**src/rtl/minimips_pkg.sv**
```systemverilog
// Shared widths, bubble encoding and the fetch-to-decode payload type for the
// minimips front end.
package minimips_pkg;

    localparam int DEF_ADDR_W = 32;
    localparam int DEF_INST_W = 32;
    localparam logic [31:0] DEF_NOP_INST = 32'h0000_0000;

    typedef struct packed {
        logic [DEF_ADDR_W-1:0] pc;
        logic [DEF_INST_W-1:0] inst;
    } if_id_payload_t;

endpackage

```
**src/rtl/pipe_skid_buf.sv**
```systemverilog
// Generic 2-entry valid/ready skid buffer with flush. in_ready depends only on
// registered state, so backpressure never forms a combinational path upstream.
module pipe_skid_buf #(
    parameter int W = 64
) (
    input  logic         clk,
    input  logic         rst,
    input  logic         flush,
    input  logic         in_valid,
    output logic         in_ready,
    input  logic [W-1:0] in_data,
    output logic         out_valid,
    input  logic         out_ready,
    output logic [W-1:0] out_data
);

    logic         out_v_reg;
    logic [W-1:0] out_data_reg;
    logic         sk_v_reg;
    logic [W-1:0] sk_data_reg;
    logic         acc;

    assign in_ready  = !sk_v_reg;
    assign acc       = in_valid && in_ready;
    assign out_valid = out_v_reg;
    assign out_data  = out_data_reg;

    always_ff @(posedge clk or negedge rst) begin
        if (!rst) begin
            out_v_reg    <= 1'b0;
            out_data_reg <= '0;
            sk_v_reg     <= 1'b0;
            sk_data_reg  <= '0;
        end else if (flush) begin
            // Data registers keep stale contents; the valid bits mask them.
            out_v_reg <= 1'b0;
            sk_v_reg  <= 1'b0;
        end else if (!out_v_reg || out_ready) begin
            if (sk_v_reg) begin
                out_v_reg    <= 1'b1;
                out_data_reg <= sk_data_reg;
                sk_v_reg     <= acc;
                if (acc) begin
                    sk_data_reg <= in_data;
                end
            end else begin
                out_v_reg <= acc;
                if (acc) begin
                    out_data_reg <= in_data;
                end
            end
        end else if (acc) begin
            sk_v_reg    <= 1'b1;
            sk_data_reg <= in_data;
        end
    end

endmodule

```
**src/rtl/if_id_skid.sv**
```systemverilog
// IF/ID pipeline boundary: skid-buffered {pc, inst} with flush and NOP bubbles.
// Optional stall counter when IF_ID_PERF_EN is defined.
module if_id_skid
    import minimips_pkg::*;
#(
    parameter int                ADDR_W   = DEF_ADDR_W,
    parameter int                INST_W   = DEF_INST_W,
    parameter logic [INST_W-1:0] NOP_INST = INST_W'(DEF_NOP_INST)
) (
    input  logic              clk,
    input  logic              rst,
    input  logic              flush,
    input  logic              if_valid,
    output logic              if_ready,
    input  logic [ADDR_W-1:0] if_pc,
    input  logic [INST_W-1:0] if_inst,
    output logic              id_valid,
    input  logic              id_ready,
    output logic [ADDR_W-1:0] id_pc,
`ifdef IF_ID_PERF_EN
    output logic [INST_W-1:0] id_inst,
    output logic [31:0]       perf_stall_cnt
`else
    output logic [INST_W-1:0] id_inst
`endif
);

    localparam int PW = ADDR_W + INST_W;

    logic [PW-1:0] in_payload;
    logic [PW-1:0] out_payload;
    logic          out_v;

    assign in_payload = {if_pc, if_inst};

    pipe_skid_buf #(
        .W(PW)
    ) u_buf (
        .clk       (clk),
        .rst       (rst),
        .flush     (flush),
        .in_valid  (if_valid),
        .in_ready  (if_ready),
        .in_data   (in_payload),
        .out_valid (out_v),
        .out_ready (id_ready),
        .out_data  (out_payload)
    );

    assign id_valid = out_v;
    assign id_pc    = out_payload[PW-1:INST_W];
    assign id_inst  = out_v ? out_payload[INST_W-1:0] : NOP_INST;

`ifdef IF_ID_PERF_EN
    logic [31:0] stall_cnt_reg;

    // Counts decode-side stalls; deliberately survives flush.
    always_ff @(posedge clk or negedge rst) begin
        if (!rst) begin
            stall_cnt_reg <= 32'd0;
        end else if (out_v && !id_ready) begin
            stall_cnt_reg <= stall_cnt_reg + 32'd1;
        end
    end

    assign perf_stall_cnt = stall_cnt_reg;
`endif

endmodule

```
**config.mk**
```make
export PLATFORM = sky130hd
export DESIGN_NAME = if_id_skid
export DESIGN_NICKNAME = d
export VERILOG_FILES = /design/src/rtl/minimips_pkg.sv /design/src/rtl/pipe_skid_buf.sv /design/src/rtl/if_id_skid.sv
export SDC_FILE = /design/constraint.sdc
export NUM_CORES = 1
export LEC_CHECK = 0
export BUFFER_PORTS_ARGS = -buffer_cell sky130_fd_sc_hd__buf_2
export CAP_MARGIN = 30
export CORE_UTILIZATION = 49
export CTS_CLUSTER_DIAMETER = 150
export DETAILED_ROUTE_END_ITERATION = 16
export PLACE_DENSITY = 0.75
export RECOVER_POWER = 50
export REMOVE_ABC_BUFFERS = 1
export SLEW_MARGIN = 20
export SYNTH_ARGS = -nofsm -noshare
export SYNTH_HDL_FRONTEND = slang
export SYNTH_SLANG_ARGS = --single-unit
```
**constraint.sdc**
```tcl
create_clock -name clk -period 1.6 [get_ports clk]
set_clock_uncertainty 0.1 [all_clocks]
set_input_delay 0.16 -clock clk [delete_from_list [all_inputs] [get_ports clk]]
set_output_delay 0.16 -clock clk [all_outputs]
set_load 0.01 [all_outputs]
```
== Word level (Yosys, flattened, before mapping) ==
Cells that the tools add are included.
Cells by class
  mux-type cells: 13
  eq/ne operators: 1
  reductions and logical operators: 9
  bitwise logic cells: 1
Operators by type and width (count)
  2-to-1 mux 64 bit: 5
  2-to-1 mux 32 bit: 1
  2-to-1 mux 1 bit: 7
  nonzero test 2 bit: 2
  AND reduction 3 bit: 1
  nonzero test 3 bit: 1
  logical NOT 1 bit: 2
  != test 2 x 1 -> 1 bit (second input constant): 1
  AND reduction 2 bit: 1
  logical AND 1 bit: 1
  logical OR 1 bit: 1
  NOT 1 bit: 1
Storage, ports and cells
  output and inout bits: 66
  logic and storage cells: 28
  bits of input ports: 69
  flip-flop bits (word level): 130

== Depth between registers and ports, before layout ==
  depth in word-level cells: 5
  gate-level depth with buffers: 4
  gate-level depth less buffers: 3

== Cells and area by module ==
A second synthesis with hierarchy kept.
Unflattened totals
  cell total of the unflattened synthesis: 385
  area, all modules: 5864.4 um^2
Modules (own cells, without submodules)
  pipe_skid_buf: instances 1, seq. area each 3253.1 um^2, area an instance 5609.1 um^2, cells an instance 350
  if_id_skid: instances 1, seq. area each 0.0 um^2, area an instance 255.2 um^2, cells an instance 35

== Worst setup path before layout ==
OpenSTA, ideal clock, no wires.
  path kind: reg2reg
  from: register u_buf.out_v_reg (netlist: u_buf.out_valid)
  to: register u_buf.out_data_reg[50] (netlist: u_buf.out_data[50])
  arrival: 1546 ps
  stages on the path, launching flop included: 5
  setup slack: -171 ps
  clock period less this slack: 1771 ps
  path buffers: 1
  data required time: 1375 ps
  path through: dfrtp_1 nor2b_4 nor3_4 buf_6 mux2_2
On the way
  cells in the longest elaborated chain, start to end: 3
Ends and longest elaborated chain
  start, declared: RTL line pipe_skid_buf.sv:17  | logic out_v_reg;
  start signal, assigned: RTL line pipe_skid_buf.sv:30  | out_v_reg <= 1'b0;
  start signal, assigned: RTL line pipe_skid_buf.sv:36  | out_v_reg <= 1'b0;
  start signal, assigned: RTL line pipe_skid_buf.sv:40  | out_v_reg <= 1'b1;
  logical NOT 1 bit: RTL line pipe_skid_buf.sv:38  | end else if (!out_v_reg || out_ready) begin
  logical OR 1 bit: RTL line pipe_skid_buf.sv:38
  AND reduction 3 bit (no source line)
  end signal, assigned: RTL line pipe_skid_buf.sv:41  | out_data_reg <= sk_data_reg;
  end signal, assigned: RTL line pipe_skid_buf.sv:49  | out_data_reg <= in_data;
  end, declared: RTL line pipe_skid_buf.sv:18  | logic [W-1:0] out_data_reg;
No other way between the ends.
A chain may end at the register's enable or synchronous reset.

== Final worst setup path ==
  from: register u_buf.sk_v_reg
  to: register u_buf.out_data_reg[47] (netlist: u_buf.out_data[47])
On the way
  cells in the longest elaborated chain, start to end: 4
  elaborated cells between the ends (all ways): 5
Ends and longest elaborated chain
  start, declared: RTL line pipe_skid_buf.sv:19  | logic sk_v_reg;
  start signal, assigned: RTL line pipe_skid_buf.sv:32  | sk_v_reg <= 1'b0;
  start signal, assigned: RTL line pipe_skid_buf.sv:37  | sk_v_reg <= 1'b0;
  start signal, assigned: RTL line pipe_skid_buf.sv:42  | sk_v_reg <= acc;
  logical NOT 1 bit: RTL line pipe_skid_buf.sv:23  | assign in_ready = !sk_v_reg;
  logical AND 1 bit: RTL line pipe_skid_buf.sv:24  | assign acc = in_valid && in_ready;
  nonzero test 2 bit (no source line)
  AND reduction 3 bit (no source line)
Several ways; a longest one is shown, not always the timed one.

==> results list <==
* Parity-gate share of the synthesized area counting xor and xnor cells: 0%
- In this run, synthesis inferred 0 flip-flops with an integrated enable.
* Count of final max-slew check failures: 0
* Leakage power of the design: just under 0.004 uW
- After detailed routing, the number of vias per cell comes to 4.994.
* Worst-case clock buffer depth: 2
* Fraction of power consumed by sequential logic: 44.6%
* Failing checks: setup timing
- Placement Setup Slack: -0.08650 ns
- Clock tree synthesis found a total of 130 sinks.
- Count of different cell masters after synthesis: 16
* Final layout net count: 681
* Biggest fanout along the worst timing path: 16
* Top cells by area in the synthesized netlist: sky130_fd_sc_hd__dfrtp_1, sky130_fd_sc_hd__mux2_2, sky130_fd_sc_hd__buf_4
- Global-route wire length before repair: approximately 21 mm
- Accumulated negative setup slack: -1.460 ns
* Startpoint of the most critical setup path: u_buf.sk_v_reg$_DFFE_PN0P_
* Required time at the worst-slack endpoint: 1.79 ns
* Overall routing resource usage: between 20% and 30%
- Unrepaired setup endpoints after global routing: true
- Row count: 40
- Synth Flop Type: sky130_fd_sc_hd__dfrtp_1
* Class of the tightest hold or removal check: primary input to async pin
- Measured along the x axis, the die boundary spans about 110 microns.
- Worst r2r dst: u_buf.out_data[47]$_DFFE_PN0P_
* Post-synthesis cell count: 417
* CTS clock-pin slew for the worst setup and hold paths: 0.05 ns
- Number of register bits inferred by synthesis: 130
- Clock Latency Late Sink: ~0.41 ns
- In the final routed layout, each cell accounts on average for 17.16 microns.
- The initial utilization of the core area, before any placement, comes to 50.35%.
* CTS tree: done
- In the synthesized netlist the async set-or-reset flop fraction comes to 100.0%.
* Maximum level of the CTS H-tree: 4
- Portion of netlist area occupied by mux cells: approximately 36%
* Finish-stage setup viols: 59
- In this run, the clock network consumes 36.2% of the power.
- In this run the power density over the cells is 1173 nW/um^2.
* Destination of the critical timing path: u_buf.out_data[47]$_DFFE_PN0P_
- Highest ir drop seen on vdd: 0.7906 mV
* Num CTS Buffers: 17
- Summing the areas of all fa, ha and maj instances in the mapped netlist gives 0% of the synthesized area.
- During I/O placement, the number of pins put on the boundary was 135.
* Fraction of final layout cells with drive strength greater than 1: 60.58%
- Remaining Overflow, GRT: 0
* Worst R2R Path Depth: 5
- The number of hold violations in the final report was 0.
* Endpoint class of the critical path: flip-flop
- Setup slack on the worst reg-to-reg path comes out at -0.05 ns.
- The tool flagged a number of max-cap violations equal to 0.
- Status: finished with violations
- Layout Area Growth over Synthesis: 38.01%
* Fraction of the yosys area taken by sequential cells: 53.56%
- Entering global routing, the biggest net connects 59 pins.
- Initial antenna violation count: 0
- Area fraction in compound gates after synthesis: less than 1%
* Worst path setup slack after routing: -0.04571 ns
- DIE AREA: 12840 sq um
- Die extent in y: around 110 microns
- Dominant combinational cell family by area after synthesis: multiplexers
- Transition time at the pin with the least slew margin: 0.5435 ns
* Fmax: 607.6 MHz
* CTS Root Buffer Type: sky130_fd_sc_hd__clkbuf_16
- Headroom to the max-slew limit: 63.77%
* Vias: 3955
* Top cell types by occurrence after synthesis: sky130_fd_sc_hd__mux2_2, sky130_fd_sc_hd__dfrtp_1, sky130_fd_sc_hd__and2_1, sky130_fd_sc_hd__buf_4, sky130_fd_sc_hd__buf_2
- Iteration-0 DRC Markers: 119
* FILL cells: 832
* Via count of the first global-routing pass: 4207
- Port buffering added 134 buffers.
* Minimum clock period after layout: 1.646 ns
- Diodes inserted: 0
- Core Box Area: 12060 sq um
- The count of nets left with antenna violations once routing finished came out at 0.
- Summing every instance area after synthesis gives 6073 sq um.
- In this run switching power makes up 24.29% of total power.
- Overall power consumption after layout is estimated at 9832 uW.
- Category of the worst setup path launch point: flip-flop
- Logic pwr share: 19.3%
- Post-Syn Area per Cell: 14.56 sq um
* Type of the setup path with the least slack: flip-flop to flip-flop
* RePlAce Congestion: 0.7345
* Detail Placement HPWL: 7.961 mm
- Simple-gate area share of the yosys netlist: 4.388%
* WL final: 13.59 mm
* Period utilisation layout: 102.9%
* Synth area leader: sky130_fd_sc_hd__dfrtp_1
- Iteration count of the initial detailed-routing pass: 4
- Final routed DRC violation total: 0
- Data arrival time at the worst-slack endpoint: 1.84 ns
* Net switching component of the power: 2388 uW
- Yosys synthesis warning count: 0
* Fraction of synthesized cell area taken by the top area cell type: 53.56%
- Yosys instantiated no cell more often than sky130_fd_sc_hd__mux2_2.
* Critical R2R Launch: u_buf.sk_v_reg$_DFFE_PN0P_
- Internal power contribution: 7444 uW
-- critical path: stages, from the launching register on --
cell	delay (ns)
sky130_fd_sc_hd__dfrtp_2	0.44
sky130_fd_sc_hd__nor2_4	0.06
sky130_fd_sc_hd__nor3_4	0.23
sky130_fd_sc_hd__buf_4	0.18
sky130_fd_sc_hd__buf_16	0.16
sky130_fd_sc_hd__mux2_1	0.34
-- power groups by stage --
stage | clock network (uW) | logic, uW | registers (uW)
2_1_floorplan | 0 | 899 | 4390
3_3_place_gp | 0 | 1490 | 4340
3_5_place_dp | 0 | 1560 | 4400
4_1_cts | 3620 | 1730 | 4360
5_1_grt | 3770 | 2050 | 4470
6_report | 3550 | 1890 | 4380
-- cell usage in the layout, fill, tap and decap left out, types with 5 or more instances in the layout --
cell type / n
sky130_fd_sc_hd__and2_1: 32
sky130_fd_sc_hd__buf_12: 7
sky130_fd_sc_hd__buf_2: 133
sky130_fd_sc_hd__buf_4: 10
sky130_fd_sc_hd__clkbuf_1: 5
sky130_fd_sc_hd__clkbuf_16: 21
sky130_fd_sc_hd__clkinv_2: 5
sky130_fd_sc_hd__dfrtp_1: 129
sky130_fd_sc_hd__dlygate4sd3_1: 67
sky130_fd_sc_hd__mux2_1: 9
sky130_fd_sc_hd__mux2_2: 138
sky130_fd_sc_hd__mux2_4: 45
-- how the worst min path moves through the flow --
stage          slack [ns]  cells after the start                           endpoint  start
6_report             0.16                      2     u_buf.out_data[50]$_DFFE_PN0P_    rst
5_1_grt              0.21                      2     u_buf.out_data[50]$_DFFE_PN0P_    rst
4_1_cts              0.09                      2     u_buf.out_data[50]$_DFFE_PN0P_    rst
3_5_place_dp        -0.03                      1  u_buf.sk_data_reg[36]$_DFFE_PN0P_    rst
3_3_place_gp        -0.03                      1  u_buf.sk_data_reg[50]$_DFFE_PN0P_    rst
2_1_floorplan       -0.24                      0      u_buf.out_data[0]$_DFFE_PN0P_    rst
-- layer usage --
layer | up-vias | track usage (%) | share of wire [%] | wire [microns]
li1 | 1817 | - | - | -
met1 | 2024 | 25.70 | 44 | 5957
met2 | 99 | 35.79 | 51 | 6931
met3 | 15 | 5.678 | 4.0 | 541
met4 | 0 | 9.035 | 1.2 | 158
met5 | - | 0 | 0 | 0
-- through the flow --
stage | hold WS [ns] | cells | util (%) | area, sq um
after floorplan | -0.2356 | 363 | - | 5690
after global placement | -0.03023 | 684 | 56.42 | 6805
after detailed placement | -0.02580 | 684 | 56.42 | 6805
after CTS | 0.08565 | 786 | 67.15 | 8099
after global routing | 0.2121 | 792 | 69.49 | 8382
final | 0.1603 | 792 | 69.49 | 8382
-- final cells by class --
class	instances	area, sq um	area share, %
sequential	130	3254	38.83
multi-input combinational	232	2613	31.17
inverter	1	3.754	0.04478
clock buffer	25	485.5	5.792
timing repair buffer	230	1760	21.00
clock inverter	6	55.05	0.6568
tap	168	210.2	2.508
-- cells by family (layout without fill, tap and decap cells) --
kind of cell,Yosys count,count (layout)
and+or+nand+nor,39,39
buffers and inverters,55,262
DFF,130,130
AOI/OAI and AO/OA,1,1
muxes,192,192
-- timing repair --
item | 4_1_cts | 5_1_grt
endpoints found under the setup margin | 134 | 97
hold buffers | 67 | 0
resized for setup | 10 | 51
gates cloned | 1 | 4
pin swaps | 2 | 2
hold endpoints to repair | 203 | 0
buffers inserted | 3 | 2
Power figures use the tool's default switching activity.
